==> src/rtl/debounce_array.sv <==
// debounce_array
//   Multi-channel push-button debouncer. Each channel is optionally
//   synchronised, then filtered so its debounced level only changes after
//   LIMIT consecutive samples at the new value. Each channel also provides
//   press/release strobes, a toggle state and a long-press strobe.
//
//   Ports
//     clk         system clock, rising edge
//     rst_n       asynchronous active-low reset
//     btn         raw button inputs, active high
//     mode        per channel: 0 = out follows level, 1 = out follows toggle
//     clr         synchronous clear of every toggle state
//     out         mode ? toggle state : debounced level
//     level       debounced level
//     rise, fall  one-cycle strobes on level 0->1 / 1->0
//     long_press  one-cycle strobe HOLD_LIMIT cycles after rise

module debounce_lane #(
   parameter int LIMIT       = 4,
   parameter int HOLD_LIMIT  = 1000,
   parameter int SYNC_STAGES = 0
) (
   input  logic clk,
   input  logic rst_n,
   input  logic btn,
   input  logic mode,
   input  logic clr,
   output logic out,
   output logic level,
   output logic rise,
   output logic fall,
   output logic long_press
);
   localparam int CW = (LIMIT > 1) ? $clog2(LIMIT) : 1;
   localparam logic [CW-1:0] CNT_MAX  = CW'(LIMIT - 1);
   localparam logic [23:0]   HOLD_MAX = 24'(HOLD_LIMIT);

   logic          s;
   logic [CW-1:0] cnt;
   logic [23:0]   hcnt;
   logic          tgl;
   logic          accept;

   generate
      if (SYNC_STAGES == 0) begin : g_nosync
         assign s = btn;
      end else if (SYNC_STAGES == 1) begin : g_sync1
         logic sq;
         always_ff @(posedge clk or negedge rst_n)
            if (!rst_n) sq <= 1'b0;
            else        sq <= btn;
         assign s = sq;
      end else begin : g_syncn
         logic [SYNC_STAGES-1:0] sq;
         always_ff @(posedge clk or negedge rst_n)
            if (!rst_n) sq <= '0;
            else        sq <= {sq[SYNC_STAGES-2:0], btn};
         assign s = sq[SYNC_STAGES-1];
      end
   endgenerate

   // LIMIT-th consecutive differing sample: level flips on this edge
   assign accept = (s != level) && (cnt == CNT_MAX);

   always_ff @(posedge clk or negedge rst_n) begin
      if (!rst_n) begin
         cnt        <= '0;
         level      <= 1'b0;
         rise       <= 1'b0;
         fall       <= 1'b0;
         tgl        <= 1'b0;
         hcnt       <= '0;
         long_press <= 1'b0;
      end else begin
         // strobes are registered alongside level so they appear with it
         rise <= accept &  s;
         fall <= accept & ~s;

         if (s == level)          cnt <= '0;
         else if (cnt == CNT_MAX) begin
            level <= s;
            cnt   <= '0;
         end else                 cnt <= cnt + 1'b1;

         // toggle follows the visible rise strobe, so a clr in that same
         // cycle takes priority and the toggle stays cleared
         if (clr)       tgl <= 1'b0;
         else if (rise) tgl <= ~tgl;

         if (!level)                hcnt <= '0;
         else if (hcnt != HOLD_MAX) hcnt <= hcnt + 24'd1;

         // fires only on the step into HOLD_MAX; saturation blocks repeats
         long_press <= level && (hcnt == HOLD_MAX - 24'd1);
      end
   end

   assign out = mode ? tgl : level;
endmodule

module debounce_array #(
   parameter int CHANNELS    = 4,
   parameter int LIMIT       = 4,
   parameter int HOLD_LIMIT  = 1000,
   parameter int SYNC_STAGES = 0
) (
   input  logic                clk,
   input  logic                rst_n,
   input  logic [CHANNELS-1:0] btn,
   input  logic [CHANNELS-1:0] mode,
   input  logic                clr,
   output logic [CHANNELS-1:0] out,
   output logic [CHANNELS-1:0] level,
   output logic [CHANNELS-1:0] rise,
   output logic [CHANNELS-1:0] fall,
   output logic [CHANNELS-1:0] long_press
);
   generate
      for (genvar i = 0; i < CHANNELS; i++) begin : g_lane
         debounce_lane #(
            .LIMIT       (LIMIT),
            .HOLD_LIMIT  (HOLD_LIMIT),
            .SYNC_STAGES (SYNC_STAGES)
         ) u_lane (
            .clk        (clk),
            .rst_n      (rst_n),
            .btn        (btn[i]),
            .mode       (mode[i]),
            .clr        (clr),
            .out        (out[i]),
            .level      (level[i]),
            .rise       (rise[i]),
            .fall       (fall[i]),
            .long_press (long_press[i])
         );
      end
   endgenerate
endmodule

==> config.mk <==
export PLATFORM = sky130hd
export DESIGN_NAME = debounce_array
export DESIGN_NICKNAME = d
export VERILOG_FILES = /design/src/rtl/debounce_array.sv
export SDC_FILE = /design/constraint.sdc
export NUM_CORES = 1
export LEC_CHECK = 0
export CORE_MARGIN = 8
export CORE_UTILIZATION = 25
export DETAILED_ROUTE_END_ITERATION = 12
export GPL_TIMING_DRIVEN = 0
export PLACE_DENSITY_LB_ADDON = 0.05
export REMOVE_ABC_BUFFERS = 1
export SLEW_MARGIN = 0
export SYNTH_ARGS = -nofsm -noshare
export SYNTH_HDL_FRONTEND = slang
export SYNTH_SLANG_ARGS = --single-unit
==> constraint.sdc <==
create_clock -name clk -period 2.5 [get_ports clk]
set_clock_uncertainty 0.15 [all_clocks]
set_input_delay 0.5 -clock clk [delete_from_list [all_inputs] [get_ports clk]]
set_output_delay 0.5 -clock clk [all_outputs]
set_load 0.02 [all_outputs]
=== After elaboration in Yosys (flattened, before gate mapping) ===
Cells that the tools add are included.

* Output and inout port bits: 20
* Input bits: 11
* Flip-flop bits (word level): 124

* Bitwise logic cells: 20
* Multiplexer cells: 28
* Equal/unequal tests: 24
* $add $sub $neg: 8
* Reductions and logical operators: 16

{| class="wikitable"
|+ Operator list
! operator !! number
|-
| $mux W24 || 8
|-
| $add A24 B1 Y24 const B || 4
|-
| $eq A24 B10 Y1 const B || 4
|-
| $ne A24 B10 Y1 const B || 4
|-
| $mux W2 || 8
|-
| $mux W1 || 12
|-
| $not A1 Y1 || 12
|-
| $add A2 B1 Y2 const B || 4
|-
| $and A1 B1 Y1 || 8
|-
| $eq A2 B2 Y1 const B || 4
|-
| $logic_and A1 B1 Y1 || 8
|-
| $ne A2 B2 Y1 const B || 4
|-
| $reduce_and A2 Y1 || 4
|-
| $reduce_bool A2 Y1 || 4
|-
| $eq A1 B1 Y1 || 4
|-
| $ne A1 B1 Y1 || 4
|}

=== Longest topological paths before layout ===
Gate-level depths: netlist (run 1).

* Depth after elaboration: 3
* Mapped depth: 6

=== By module ===
Synthesis (run 1) repeated with hierarchy kept, for this count alone.

* Cells, all modules: 676
* Area, all modules: 6,428.7 µm²

{| class="wikitable"
|+ By module, submodules not included
! module !! cells an instance !! area an instance (µm²) !! instances
|-
| debounce_lane (g_lane[0].u_lane ...) || 169 || 1,607.8 || 3
|-
| debounce_lane (g_lane[1].u_lane) || 169 || 1,605.3 || 1
|}

=== Least setup slack after synthesis (run 1) ===
No wires, ideal clock.

* Path kind: reg-to-reg
* From: register g_lane[0].u_lane.hcnt[0]
* To: register g_lane[0].u_lane.hcnt[22]
* Path slack: 0.344 ns
* Setup time: 0.078 ns
* Required time: 2.272 ns
* Clock period less this slack: 2.156 ns
* Stages on the path, launching flop included: 7
* Path buffers: 1
* Arrival: 1.928 ns
* Path through: dfrtp_1 -> ha_1 -> and4_1 -> or4b_1 -> clkbuf_2 -> or4_1 -> a21oi_1

* Longest elaborated chain between the ends: 3

{| class="wikitable"
|+ Ends and longest elaborated chain
! what !! line !! source
|-
| from (decl) || 40 || <nowiki>logic [23:0] hcnt;</nowiki>
|-
| from (signal assigned) || 91 || <nowiki>else if (hcnt != HOLD_MAX) hcnt <= hcnt + 24'd1;</nowiki>
|-
| $add A24 B1 Y24 || 91 ||
|-
| $mux W24 || 91 ||
|-
| $mux W24 || 90 || <nowiki>if (!level) hcnt <= '0;</nowiki>
|}

Parallel ways exist; a longest one is shown, timed or not. The select of a mux whose other input is x is not followed.
A chain may end at the register's enable or synchronous reset.

=== Worst setup path after layout (run 1) ===
* From: register g_lane[2].u_lane.level
* To: output out[2]

* Longest elaborated chain between the ends: 1

{| class="wikitable"
|+ Ends and longest elaborated chain
! what !! line !! source
|-
| from (decl) || 29 || <nowiki>output logic level,</nowiki>
|-
| from (signal assigned) || 81 || <nowiki>level <= s;</nowiki>
|-
| $mux W1 || 98 || <nowiki>assign out = mode ? tgl : level;</nowiki>
|-
| to (decl) || 112 || <nowiki>output logic [CHANNELS-1:0] out,</nowiki>
|}

No other way between the ends.

==> results, run 1 <==
- The flow ran to the end, and the final reports show no timing, DRC or antenna violations.
- The area of the mapped netlist is 6390 sq um.
- The max capacitance violation total is 0.
- The longest clock path from root to sink contains 2 buffers.
- The via density per instance is 4.83.
- STA classifies the critical path startpoint as a flop.
- Once placement finished, the instance area stood at 6900 sq um.
- After global routing the overflow that remains totals 0.
- On the critical path, the stage with the largest delay is an instance of clkdlybuf4s50_1.
- The area taken by multi-input logic gates is 2970 sq um.
- Of the available clock period, the critical path in the final layout requires 0.949.
- After clock tree synthesis, the clock-pin slew on the worst setup and hold paths is 0.06 ns.
- The slew of the pin with the lowest slew margin is 0.577 ns.
- The destination of the critical timing path is out[2].
- Buffers placed on the I/O ports in this run total 30.
- Along the worst path, the maximum fanout reaches 2.
- TritonCTS built the clock tree.
- The final design utilization is 0.300.
- The root buffer cell chosen for the clock tree is clkbuf_16.
- Entering global routing, the biggest net connects 78 pins.
- The floorplan step set the die height to 176 um.
- Walking the worst path, the cells encountered are clkinvlp_4 -> o21ai_0 -> clkdlybuf4s50_1.
- The design draws 5.88 mW.
- The flip-flop and latch count after synthesis is 124.
- The share of layout cells above drive strength 1 is 0.0807.
- In this run the critical register-to-register path is captured at g_lane[0].u_lane.hcnt[22].
- The footprint of the flip-flops and latches is 3110 sq um.
- The worst min-delay path startpoint is g_lane[3].u_lane.cnt[0].
- Wire segments on met2 add up to 7400 um in the final route.
- The floorplan row count is 58.
- The global router's overall resource usage is 0.109.
- Counting distinct cell types in the post-synthesis netlist gives 46.
- The hold violation count in the final report is 0.
- The via count of the first global-routing pass is 5091.
- The post-synthesis sequential area ratio is 0.486.
- In this run the remaining antenna-violating nets after routing total 0.
- In the detailed route, the total length drawn on met3 is 432 um.
- The routed design has 15800 um of wire.
- The largest voltage drop on the vdd net is 0.321 mV.
- The worst setup path is captured at an output pin.
- After detailed routing, the wire length on met1 is 7830 um.
- Compared with the post-synthesis result, the final layout area differs by 18.1%.
- The most common cell in the synthesized netlist is dfrtp_1.
- 0 antenna diodes ended up in the layout.
- At the end of the flow, the number of nets in the layout was 705.
- After routing the design area is 7540 sq um.
- The number of detailed-routing iterations run before antenna repair is 4.
- The start point of the critical path is g_lane[2].u_lane.level.
- The number of design-rule violations left by the first detailed-router iteration is 273.
- The insertion delay of the later-clocked pin in the worst-skew pair is 0.42 ns.
- After layout, the minimum clock period comes to 2.37 ns.
- Of all cell types, the one taking the most synthesized area is dfrtp_1.
- The number of primary I/O pins is 31.
- For this run, asynchronously set or reset flops after synthesis account for 1.00.
- Ranked by total cell area, the synthesized netlist is headed by dfrtp_1 49%, a21oi_1 3.7%, xor2_1 3.6%.
- The initial cell density of the core is 0.254.
- The number of antenna violations at the first check in global routing was 0.
- The max-slew headroom at the worst pin is 0.612.
- The number of cells on the worst reg-to-reg path is 4.
- From left edge to right edge, the die measures 176 um.
- The first global-routing pass estimated 27100 um of wire.
- The number of CTS-inserted buffers is 17.
- Summed over all cells, the static leakage comes to 2.89 nW.
- The most used flip-flop cell after synthesis is dfrtp_1.
- Synthesis produced 662 cells.
- In the routed design, unresolved DRC markers number 0.
- The number of cells on the worst hold path is 1.
- The portion of synthesized cell area occupied by the leading cell type is 0.486.
- The count of final max-slew check failures is 0.
- The mean cell area of the mapped netlist is 9.65 sq um.
- For this run, the number of Yosys warnings is 0.
- The maximum clock frequency is 422 MHz.
- The total vias in the final route is 4948.
- The area of the core region is 25100 sq um.
- The die covers 30900 sq um.
- The count of endpoints failing setup in the final report is 0.
- The wire-length estimate of the detail-placed layout is 10200 um.
- After filler insertion, the fill cell instance count of the layout stands at 2675.
- Setup repair after global routing left no endpoint under its margin.
- For the worst setup path, the data arrival time is 1.72 ns.
- The number of levels the H-tree was split into is 4.
- The path class of the lowest-slack min-delay path is flop to flop.
- The final estimated routing congestion in global placement is 0.762.
- The critical path is of the flop to output pin type.
- Counting every sink on the clock net gives 124.
- In the final routed layout, each cell accounts on average for 15.5 um.
- The startpoint of the most critical register-to-register path is g_lane[0].u_lane.hcnt[11].
- The setup slack on the worst flop-to-flop path is 0.18 ns.
- Sorting the synthesized cells by how often they occur yields 124 x dfrtp_1, 52 x nor2_1, 49 x nand2_1.
- The power per standard cell area is 779 nW/um^2.
- The number of flops mapped to enable cells by yosys is 0.
- In this design, the stage delay of the slowest critical-path cell is 0.63 ns.
- After detailed routing, no signal wire sits above met4.
- For the worst setup path, the data required time is 1.85 ns.
- The sum of negative setup slack is 0 ns.
[sequential cells by signal, summed over array words and instances, names as in the netlist]
| name | count |
|---|---|
| g_lane.u_lane.long_press | 4 |
| g_lane.u_lane.rise | 4 |
| g_lane.u_lane.fall | 4 |
| g_lane.u_lane.level | 4 |
| g_lane.u_lane.tgl | 4 |
| g_lane.u_lane.cnt | 8 |
| g_lane.u_lane.hcnt | 96 |
[cell type report]
cell class / count / share of cell area
sequential: 124 / 0.412
timing repair inverter: 4 / 0.00265
timing repair buffer: 34 / 0.0464
inverter: 23 / 0.0139
multi-input combinational: 478 / 0.394
clock inverter: 7 / 0.0116
clock buffer: 24 / 0.0652
tap: 330 / 0.0547
[cell families after synthesis]
group | Yosys count | share of synthesized area
and+or+nand+nor | 306 | 0.271
DFF | 124 | 0.486
AOI/OAI and AO/OA | 108 | 0.0979
buffers and inverters | 60 | 0.0500
xor gates and xnor gates | 49 | 0.0672
adders and majority gates | 12 | 0.0235
muxes | 3 | 0.00470
[per-stage QoR]
stage	setup WS, ns	instances	hold WS, ns
2_1_floorplan	0.212	625	0.0544
3_3_place_gp	-4.70	985	0.274
3_5_place_dp	-0.470	986	0.285
4_1_cts	0.0491	1024	0.294
5_1_grt	0.00193	1024	0.304
6_report	0.128	1024	0.290
[cells in the final DEF, fill, tap and decap left out, types with 19 or more instances in the layout]
cell | Yosys | final
or4_1 | 24 | 24
nor4_1 | 19 | 19
nand4_1 | 26 | 26
xor2_1 | 26 | 26
o31ai_1 | 23 | 23
inv_1 | 20 | 19
nor2_1 | 52 | 52
dfrtp_1 | 124 | 120
o21ai_0 | 29 | 29
nand2_1 | 49 | 49
xnor2_1 | 23 | 23
nand3_1 | 33 | 33
a21oi_1 | 47 | 47
clkdlybuf4s50_1 | 0 | 26
[worst min-delay path by stage]
| stage | slack (ns) | to |
|---|---|---|
| after floorplan | 0.05 | g_lane[0].u_lane.cnt[0] |
| after global routing | 0.30 | g_lane[3].u_lane.cnt[0] |
| after CTS | 0.29 | g_lane[1].u_lane.cnt[0] |
| final | 0.29 | g_lane[3].u_lane.cnt[0] |
| after detailed placement | 0.29 | g_lane[1].u_lane.cnt[0] |
| after global placement | 0.27 | g_lane[1].u_lane.cnt[0] |
[what timing repair did]
item,CTS,global route
pin swaps,0,0
hold endpoints to repair,47,0
hold buffers,1,0
buffers inserted,2,0
setup endpoints to repair,4,1
gates resized for setup,14,1
cloned,4,0
[report_power, final]
group | switching [mW] | total (mW) | internal, mW
registers | 0.186 | 2.35 | 2.17
clock network | 0.916 | 2.48 | 1.56
logic | 0.694 | 1.04 | 0.350
[critical path, delay by kind of cell (launching register included)]
family | cells | cell delay [ns]
AO/OA/AOI/OAI | 1 | 0.17
buffers and inverters | 2 | 0.75
flip-flops | 1 | 0.39
[routing by layer]
layer,vias to the layer above,global-route usage
met5,-,0
li1,2443,-
met2,47,0.174
met4,0,0.0357
met1,2443,0.142
met3,15,0.0277
Power figures use the tool's default switching activity.
==> inputs of run 2 (changes only) <==
CTS_CLUSTER_SIZE = 12   (was unset)
SKIP_LAST_GASP = 1   (was unset)
==> run 2 against run 1 <==
Effect of this change:
- register-to-register slack hardly changed
- utilization hardly changed
- cell count stayed put
- global-route usage stayed put
- via count is 0.20% higher
- total power is 0.12% higher
- flip-flop and latch count stayed put
- critical endpoint unchanged
- largest cell class unchanged
==> results, run 2 (synthesis gave the netlist of run 1 again) <==
- The start point of the critical path is g_lane[2].u_lane.level.
- The final antenna diode count was 0 (unchanged).
- The path class of the tightest hold or removal check is flop to flop.
- The total vias in the final route is 4958 (+0.20%).
- The slew of the pin with the lowest slew margin is 0.577 ns (unchanged).
- The data required time at the worst endpoint is 1.85 ns (about the same).
- The number of cells on the critical path was 3 (unchanged).
- The number of nets in the layout was 705 (unchanged).
- The largest voltage drop on the vdd net is 0.319 mV (-0.47%).
- The wire length of the first global-routing pass came to 27100 um (unchanged).
- The number of buffers between clock root and the deepest sink is 2 (unchanged).
- The post-detailed-route DRC marker count came to 0 (unchanged).
- The shortest clock period the worst path allows after layout was 2.37 ns (+0.000695 ns).
- The clock sink count is 124 (unchanged).
- The endpoint of the worst hold-timing path is g_lane[3].u_lane.cnt[0].
- The ratio of final minimum period to clock period was 0.949 (about the same).
- The startpoint of the most critical register-to-register path is g_lane[0].u_lane.hcnt[11].
- The worst min-delay path startpoint is g_lane[3].u_lane.cnt[0].
- The critical path start-end classification is flop to output pin.
- The switching power is 1.80 mW (+0.27%).
- Ranked by flip-flop count, first place goes to g_lane.u_lane.hcnt.
- Clock tree synthesis selected as its root buffer the cell clkbuf_16.
- The count of endpoints failing setup in the final report came to 0 (unchanged).
- The number of detailed-routing iterations run before antenna repair came to 4 (unchanged).
- The number of fillers in the final layout is 2675 (unchanged).
- The worst flop-to-flop path endpoint is g_lane[0].u_lane.hcnt[22].
- The critical path data arrival time is 1.72 ns (about the same).
- The library cell used most frequently in the layout, excluding fill and tap cells, is dfrtp_1.
- The number of antenna-violating nets in the routed design is 0 (unchanged).
- The max-slew headroom at the worst pin is 0.612 (unchanged).
- The die outline area was 30900 sq um (unchanged).
- The initial cell density of the core is 0.254 (unchanged).
- STA classifies the critical path startpoint as a flop.
- The area of all placed cells without fillers is 7550 sq um (about the same).
- The signal on the critical path passes through clkinvlp_4 -> o21ai_0 -> clkdlybuf4s50_1.
- The number of buffers added on ports is 30 (unchanged).
- The maximum clock frequency is 421 MHz (about the same).
- The max capacitance violation total is 0 (unchanged).
- The number of primary I/O pins was 31 (unchanged).
- The critical-path maximum fanout is 2 (unchanged).
- The final HPWL from detailed placement was 10200 um (unchanged).
- The number of design-rule violations left by the first detailed-router iteration was 282 (+3.3%).
- The total power is 5.88 mW (+0.12%).
- The clock-pin slew on the worst setup and hold paths came to 0.06 ns (about the same).
- The via density per instance is 4.84 (+0.20%).
- Grouping stages by cell kind, the critical path spends the most delay in buffers and inverters.
- The number of flip-flops under the largest register name was 96 (unchanged).
- The relative contribution of combinational cells to total power is 0.178 (about the same).
- The part of the total power dissipated in sequential elements is 0.400 (about the same).
- The pin count of the biggest net entering global routing was 78 (unchanged).
- The switching fraction of total power was 0.306 (+0.000441).
- The number of levels the H-tree was split into is 4 (unchanged).
- The vertical die dimension is 176 um (unchanged).
- The die width came to 176 um (unchanged).
- The number of antenna violations at the first check in global routing is 0 (unchanged).
- The instance area after placement is 6900 sq um (unchanged).
- The static leakage is 2.90 nW (+0.39%).
- The number of buffers and inverters on the critical path is 2 (unchanged).
- The routed length per placed instance was 15.5 um (+0.11%).
- The insertion delay of the later-clocked pin in the worst-skew pair is 0.42 ns (about the same).
- The stage delay of the slowest cell on the critical path is 0.63 ns (about the same).
- The growth of design area from synthesis to finish came to 18.2% (about the same).
- The area of the core region is 25100 sq um (unchanged).
- The aggregate routed wire length is 15900 um (+0.11%).
- The setup slack on the worst flop-to-flop path came to 0.17 ns (about the same).
- The hold violation count in the final report is 0 (unchanged).
- The via count of the first global-routing pass was 5091 (unchanged).
- The count of final max-slew check failures is 0 (unchanged).
- The global router's overall resource usage is 0.109 (unchanged).
- The library cells used most frequently in the layout, excluding fill and tap cells, are 120 x dfrtp_1, 52 x nor2_1, 49 x nand2_1.
- The power per standard cell area is 779 nW/um^2 (about the same).
- The number of CTS-inserted buffers is 17 (unchanged).
- TritonCTS built the clock tree.
- The worst hold margin was 0.290 ns (+0.00000200 ns).
- STA classifies the critical path endpoint as an output pin.
- The floorplan row count is 58 (unchanged).
- The final estimated routing congestion in global placement is 0.762 (unchanged).
- The area taken by multi-input logic gates is 2970 sq um (unchanged).
- The total congestion overflow after global routing is 0 (unchanged).
- The library cell contributing the largest single delay on the critical path is clkdlybuf4s50_1.
- In the final layout, the registers with the most flip-flops are g_lane.u_lane.hcnt (96), g_lane.u_lane.cnt (8).
- The part of the power in the clock network is 0.422 (about the same).
- The footprint of the flip-flops and latches is 3110 sq um (unchanged).
- The number of cells on the worst reg-to-reg path is 4 (unchanged).
- Setup repair after global routing left no endpoint under its margin.
- The share of layout cells above drive strength 1 is 0.0807 (unchanged).
- The number of cells on the worst hold path is 1 (unchanged).
- The cell-internal power is 4.08 mW (about the same).
- The run finished with clean final reports.
==> run 2: area by class of cell <==
type                       instances  share of cell area
sequential                       124               0.412
timing repair inverter             4             0.00265
inverter                          23              0.0139
clock inverter                     7              0.0116
timing repair buffer              34              0.0469
multi-input combinational        478               0.393
tap                              330              0.0547
clock buffer                      24              0.0651
==> run 2: power by group through the flow <==
stage / Sequential (mW) / Combinational (mW) / Clock [mW]
2_1_floorplan: 2.37 / 0.515 / 0
3_3_place_gp: 2.37 / 0.938 / 0
3_5_place_dp: 2.38 / 0.971 / 0
4_1_cts: 2.36 / 1.09 / 2.56
5_1_grt: 2.38 / 1.20 / 2.64
6_report: 2.35 / 1.05 / 2.48
==> run 2: metal layers <==
metal	vias up	part of all wire	wire, um	global-route usage
met4	0	0.011	182	0.0357
met3	15	0.027	424	0.0277
met1	2454	0.50	7850	0.142
met5	-	0	0	0
met2	47	0.47	7400	0.174
li1	2442	-	-	-
==> run 2: how the worst max path moves through the flow <==
stage                                     to  slack, ns
global route                          out[2]      0.002
CTS                                   out[0]      -0.12
floorplan                             out[3]       0.21
detailed placement                    out[0]      -0.47
global placement    g_lane[0].u_lane.hcnt[2]      -4.70
finish                                out[2]       0.13
==> run 2: repair_timing <==
item / in CTS / in global routing
gates cloned: 4 / 0
setup buffers: 2 / 0
endpoints found under the setup margin: 4 / 2
hold endpoints to repair: 47 / 0
pin swaps: 0 / 0
gates resized for setup: 13 / 2
hold buffers: 1 / 0
==> run 2: metrics by stage <==
step | worst slack (ns) | utilization | setup TNS [ns] | instances
after floorplan | 0.212 | - | 0 | 625
after global placement | -4.70 | 0.274 | -582.30 | 985
after detailed placement | -0.470 | 0.275 | -1.51 | 986
after CTS | -0.119 | 0.300 | -0.119 | 1024
after global routing | 0.00193 | 0.301 | 0 | 1024
final | 0.127 | 0.301 | 0 | 1024
==> inputs of run 3 (changes only) <==
PLACE_DENSITY_LB_ADDON = unset   (was 0.05)
==> run 3 against run 2 <==
Effect of this change:
- utilization about the same
- routed wire length down 8.7%
- non-clock buffer count unchanged
- sequential power about the same
- die area unchanged
- clock power about the same
- sequential share of layout area about the same
- cell count about the same
- critical path depth unchanged
- flip-flop and latch count unchanged
- first-iteration DRC count down 7.4%
==> results, run 3 (synthesis gave the netlist of run 1 again) <==
- The part of the total power dissipated in sequential elements is 0.404 (+0.004).
- The critical path data arrival time was 1.75 ns (+0.03 ns).
- The worst hold margin is 0.287 ns (-0.00299 ns).
- The critical path start-end classification is flop to output pin.
- The number of fillers in the final layout is 2684 (+0.34%).
- The final estimated routing congestion in global placement came to 0.745 (-2.2%).
- The number of flip-flops under the largest register name is 96 (unchanged).
- The maximum clock frequency is 417 MHz (-0.94%).
- The instance area after placement came to 6900 sq um (unchanged).
- The leading cell type in the layout, fill and taps excluded is dfrtp_1.
- The number of antenna violations at the first check in global routing is 0 (unchanged).
- The start point of the critical path is g_lane[2].u_lane.level.
- The via density per instance is 4.93 (+1.7%).
- The hold violation count in the final report is 0 (unchanged).
- The total congestion overflow after global routing was 0 (unchanged).
- The global router's overall resource usage was 0.0985 (-0.0107).
- The type of origin of the critical path is a flop.
- The area of all placed cells without fillers is 7550 sq um (about the same).
- The footprint of the flip-flops and latches was 3110 sq um (unchanged).
- The number of buffers between clock root and the deepest sink came to 2 (unchanged).
- The via count of the first global-routing pass was 4986 (-2.1%).
- The post-detailed-route DRC marker count was 0 (unchanged).
- The wire length of the first global-routing pass is 25000 um (-7.9%).
- The max capacitance violation total came to 0 (unchanged).
- The clock sink count was 124 (unchanged).
- The number of cells on the critical path is 3 (unchanged).
- The die outline area came to 30900 sq um (unchanged).
- The clock root buffer is clkbuf_16.
- The count of final max-slew check failures was 0 (unchanged).
- The pre-CTS setup slack is -0.350 ns (+0.121 ns).
- The number of buffers and inverters on the critical path is 2 (unchanged).
- The setup slack on the worst flop-to-flop path is 0.21 ns (+0.04 ns).
- The part of the power in the clock network is 0.426 (+0.004).
- The max-slew headroom at the worst pin is 0.596 (-0.0155).
- The worst flop-to-flop path endpoint is g_lane[0].u_lane.hcnt[22].
- The final antenna diode count is 0 (unchanged).
- The critical path goes through clkinvlp_4 -> o21ai_0 -> clkdlybuf4s50_1.
- The number of design-rule violations left by the first detailed-router iteration is 261 (-7.4%).
- The routed length per placed instance is 14.1 um (-8.6%).
- The number of buffers added on ports is 30 (unchanged).
- The vertical die dimension came to 176 um (unchanged).
- The relative contribution of combinational cells to total power came to 0.170 (-0.008).
- The number of primary I/O pins is 31 (unchanged).
- The cell class contributing the biggest share of worst-path delay is buffers and inverters.
- Setup repair after global routing left no endpoint under its margin.
- The clock tree from TritonCTS is built.
- The library cells used most frequently in the layout, excluding fill and tap cells, are 120 x dfrtp_1, 52 x nor2_1, 49 x nand2_1.
- The cell-internal power is 4.07 mW (-0.32%).
- The number of nets in the layout is 704 (-0.14%).
- The slack of the critical path is 0.105 ns (-0.0224 ns).
- The total vias in the final route is 5039 (+1.6%).
- The final HPWL from detailed placement came to 9120 um (-10%).
- The pin count of the biggest net entering global routing is 64 (-18%).
- The slew of the pin with the lowest slew margin was 0.606 ns (+0.0285 ns).
- The cell count after placement was 986 (unchanged).
- The static leakage is 2.89 nW (-0.50%).
- The largest registers in the layout are g_lane.u_lane.hcnt (96), g_lane.u_lane.cnt (8).
- The number of antenna-violating nets in the routed design is 0 (unchanged).
- The initial cell density of the core came to 0.254 (unchanged).
- The die width was 176 um (unchanged).
- The sum of negative setup slack was 0 ns (unchanged).
- The startpoint of the most critical register-to-register path is g_lane[0].u_lane.hcnt[0].
- The share of layout cells above drive strength 1 is 0.0808 (+0.000116).
- The ratio of final minimum period to clock period is 0.958 (+0.00897).
- The area of the core region came to 25100 sq um (unchanged).
- The endpoint class of the critical path is an output pin.
- The area taken by multi-input logic gates is 2970 sq um (unchanged).
- The critical-path maximum fanout is 2 (unchanged).
- The largest voltage drop on the vdd net came to 0.420 mV (+32%).
- The insertion delay of the later-clocked pin in the worst-skew pair is 0.42 ns (about the same).
- The number of levels the H-tree was split into is 4 (unchanged).
- The worst hold path belongs to the class flop to flop.
- The shortest clock period the worst path allows after layout is 2.40 ns (+0.0224 ns).
- The power per standard cell area is 774 nW/um^2 (-0.76%).
- The flow ran to the end, and the final reports show no timing, DRC or antenna violations.
- The library cell contributing the largest single delay on the critical path is clkdlybuf4s50_1.
- The post-layout instance count excluding filler cells is 1023 (-0.098%).
- The number of CTS-inserted buffers is 17 (unchanged).
- The floorplan row count is 58 (unchanged).
- The number of cells on the worst reg-to-reg path came to 5 (+1).
- The switching fraction of total power is 0.303 (-0.00326).
- The count of endpoints failing setup in the final report was 0 (unchanged).
- The switching power came to 1.77 mW (-1.8%).
- The clock-pin slew on the worst setup and hold paths is 0.06 ns (about the same).
- The data required time at the worst endpoint is 1.85 ns (about the same).
- The worst min-delay path startpoint is g_lane[3].u_lane.cnt[0].
- The number of detailed-routing iterations run before antenna repair came to 5 (+1).
- The stage delay of the slowest cell on the critical path came to 0.63 ns (about the same).
- The destination of the critical timing path is out[2].
- The growth of design area from synthesis to finish came to 18.1% (about the same).
- The aggregate routed wire length was 14500 um (-8.7%).
- The register containing the most flip-flops in the final layout is g_lane.u_lane.hcnt.
run 3: layout make-up:
type | count | share of cell area
inverters | 23 | 0.0139
repair buffers | 34 | 0.0469
clock buffers | 19 | 0.0574
well taps | 330 | 0.0547
clock inverters | 12 | 0.0197
repair inverters | 3 | 0.00199
multi-input cells | 478 | 0.393
flip-flops and latches | 124 | 0.412
run 3: worst register-to-register path, stage by stage (launching register included):
cell and delay, ns:
dfrtp_1 0.40, ha_1 0.24, and4_1 0.31, or4b_4 0.55
or4_1 0.41, a21oi_1 0.14
run 3: worst min path at each step:
stage | to | slack [ns] | depth (start not counted)
floorplan | g_lane[0].u_lane.cnt[0] | 0.05 | 0
global placement | g_lane[3].u_lane.cnt[0] | 0.27 | 1
detailed placement | g_lane[1].u_lane.cnt[0] | 0.28 | 1
CTS | g_lane[3].u_lane.cnt[0] | 0.29 | 1
global route | g_lane[1].u_lane.cnt[0] | 0.31 | 1
finish | g_lane[3].u_lane.cnt[0] | 0.29 | 1
run 3: through the flow:
stage                util  power (mW)
floorplan               -        2.89
global placement    0.274        3.28
detailed placement  0.275        3.31
CTS                 0.300        5.95
global route        0.301        6.16
finish              0.301        5.84
run 3: per-layer routing:
metal	up-vias	GRT usage	share of wire
li1	2442	-	-
met1	2500	0.126	0.48
met2	83	0.160	0.47
met3	14	0.0228	0.032
met4	0	0.0353	0.014
met5	-	0	0
run 3: power groups by stage:
stage	Combinational (mW)	Sequential (mW)	Clock, mW
3_3_place_gp	0.910	2.37	0
6_report	0.993	2.36	2.49
3_5_place_dp	0.933	2.38	0
2_1_floorplan	0.515	2.37	0
5_1_grt	1.12	2.38	2.65
4_1_cts	1.02	2.36	2.57
run 3: repair_timing:
item | CTS | global route
buffers inserted | 2 | 0
endpoints found under the setup margin | 4 | 2
gates resized for setup | 13 | 2
pin swaps | 0 | 0
hold buffers | 1 | 0
endpoints found under the hold margin | 61 | 0
gates cloned | 3 | 0
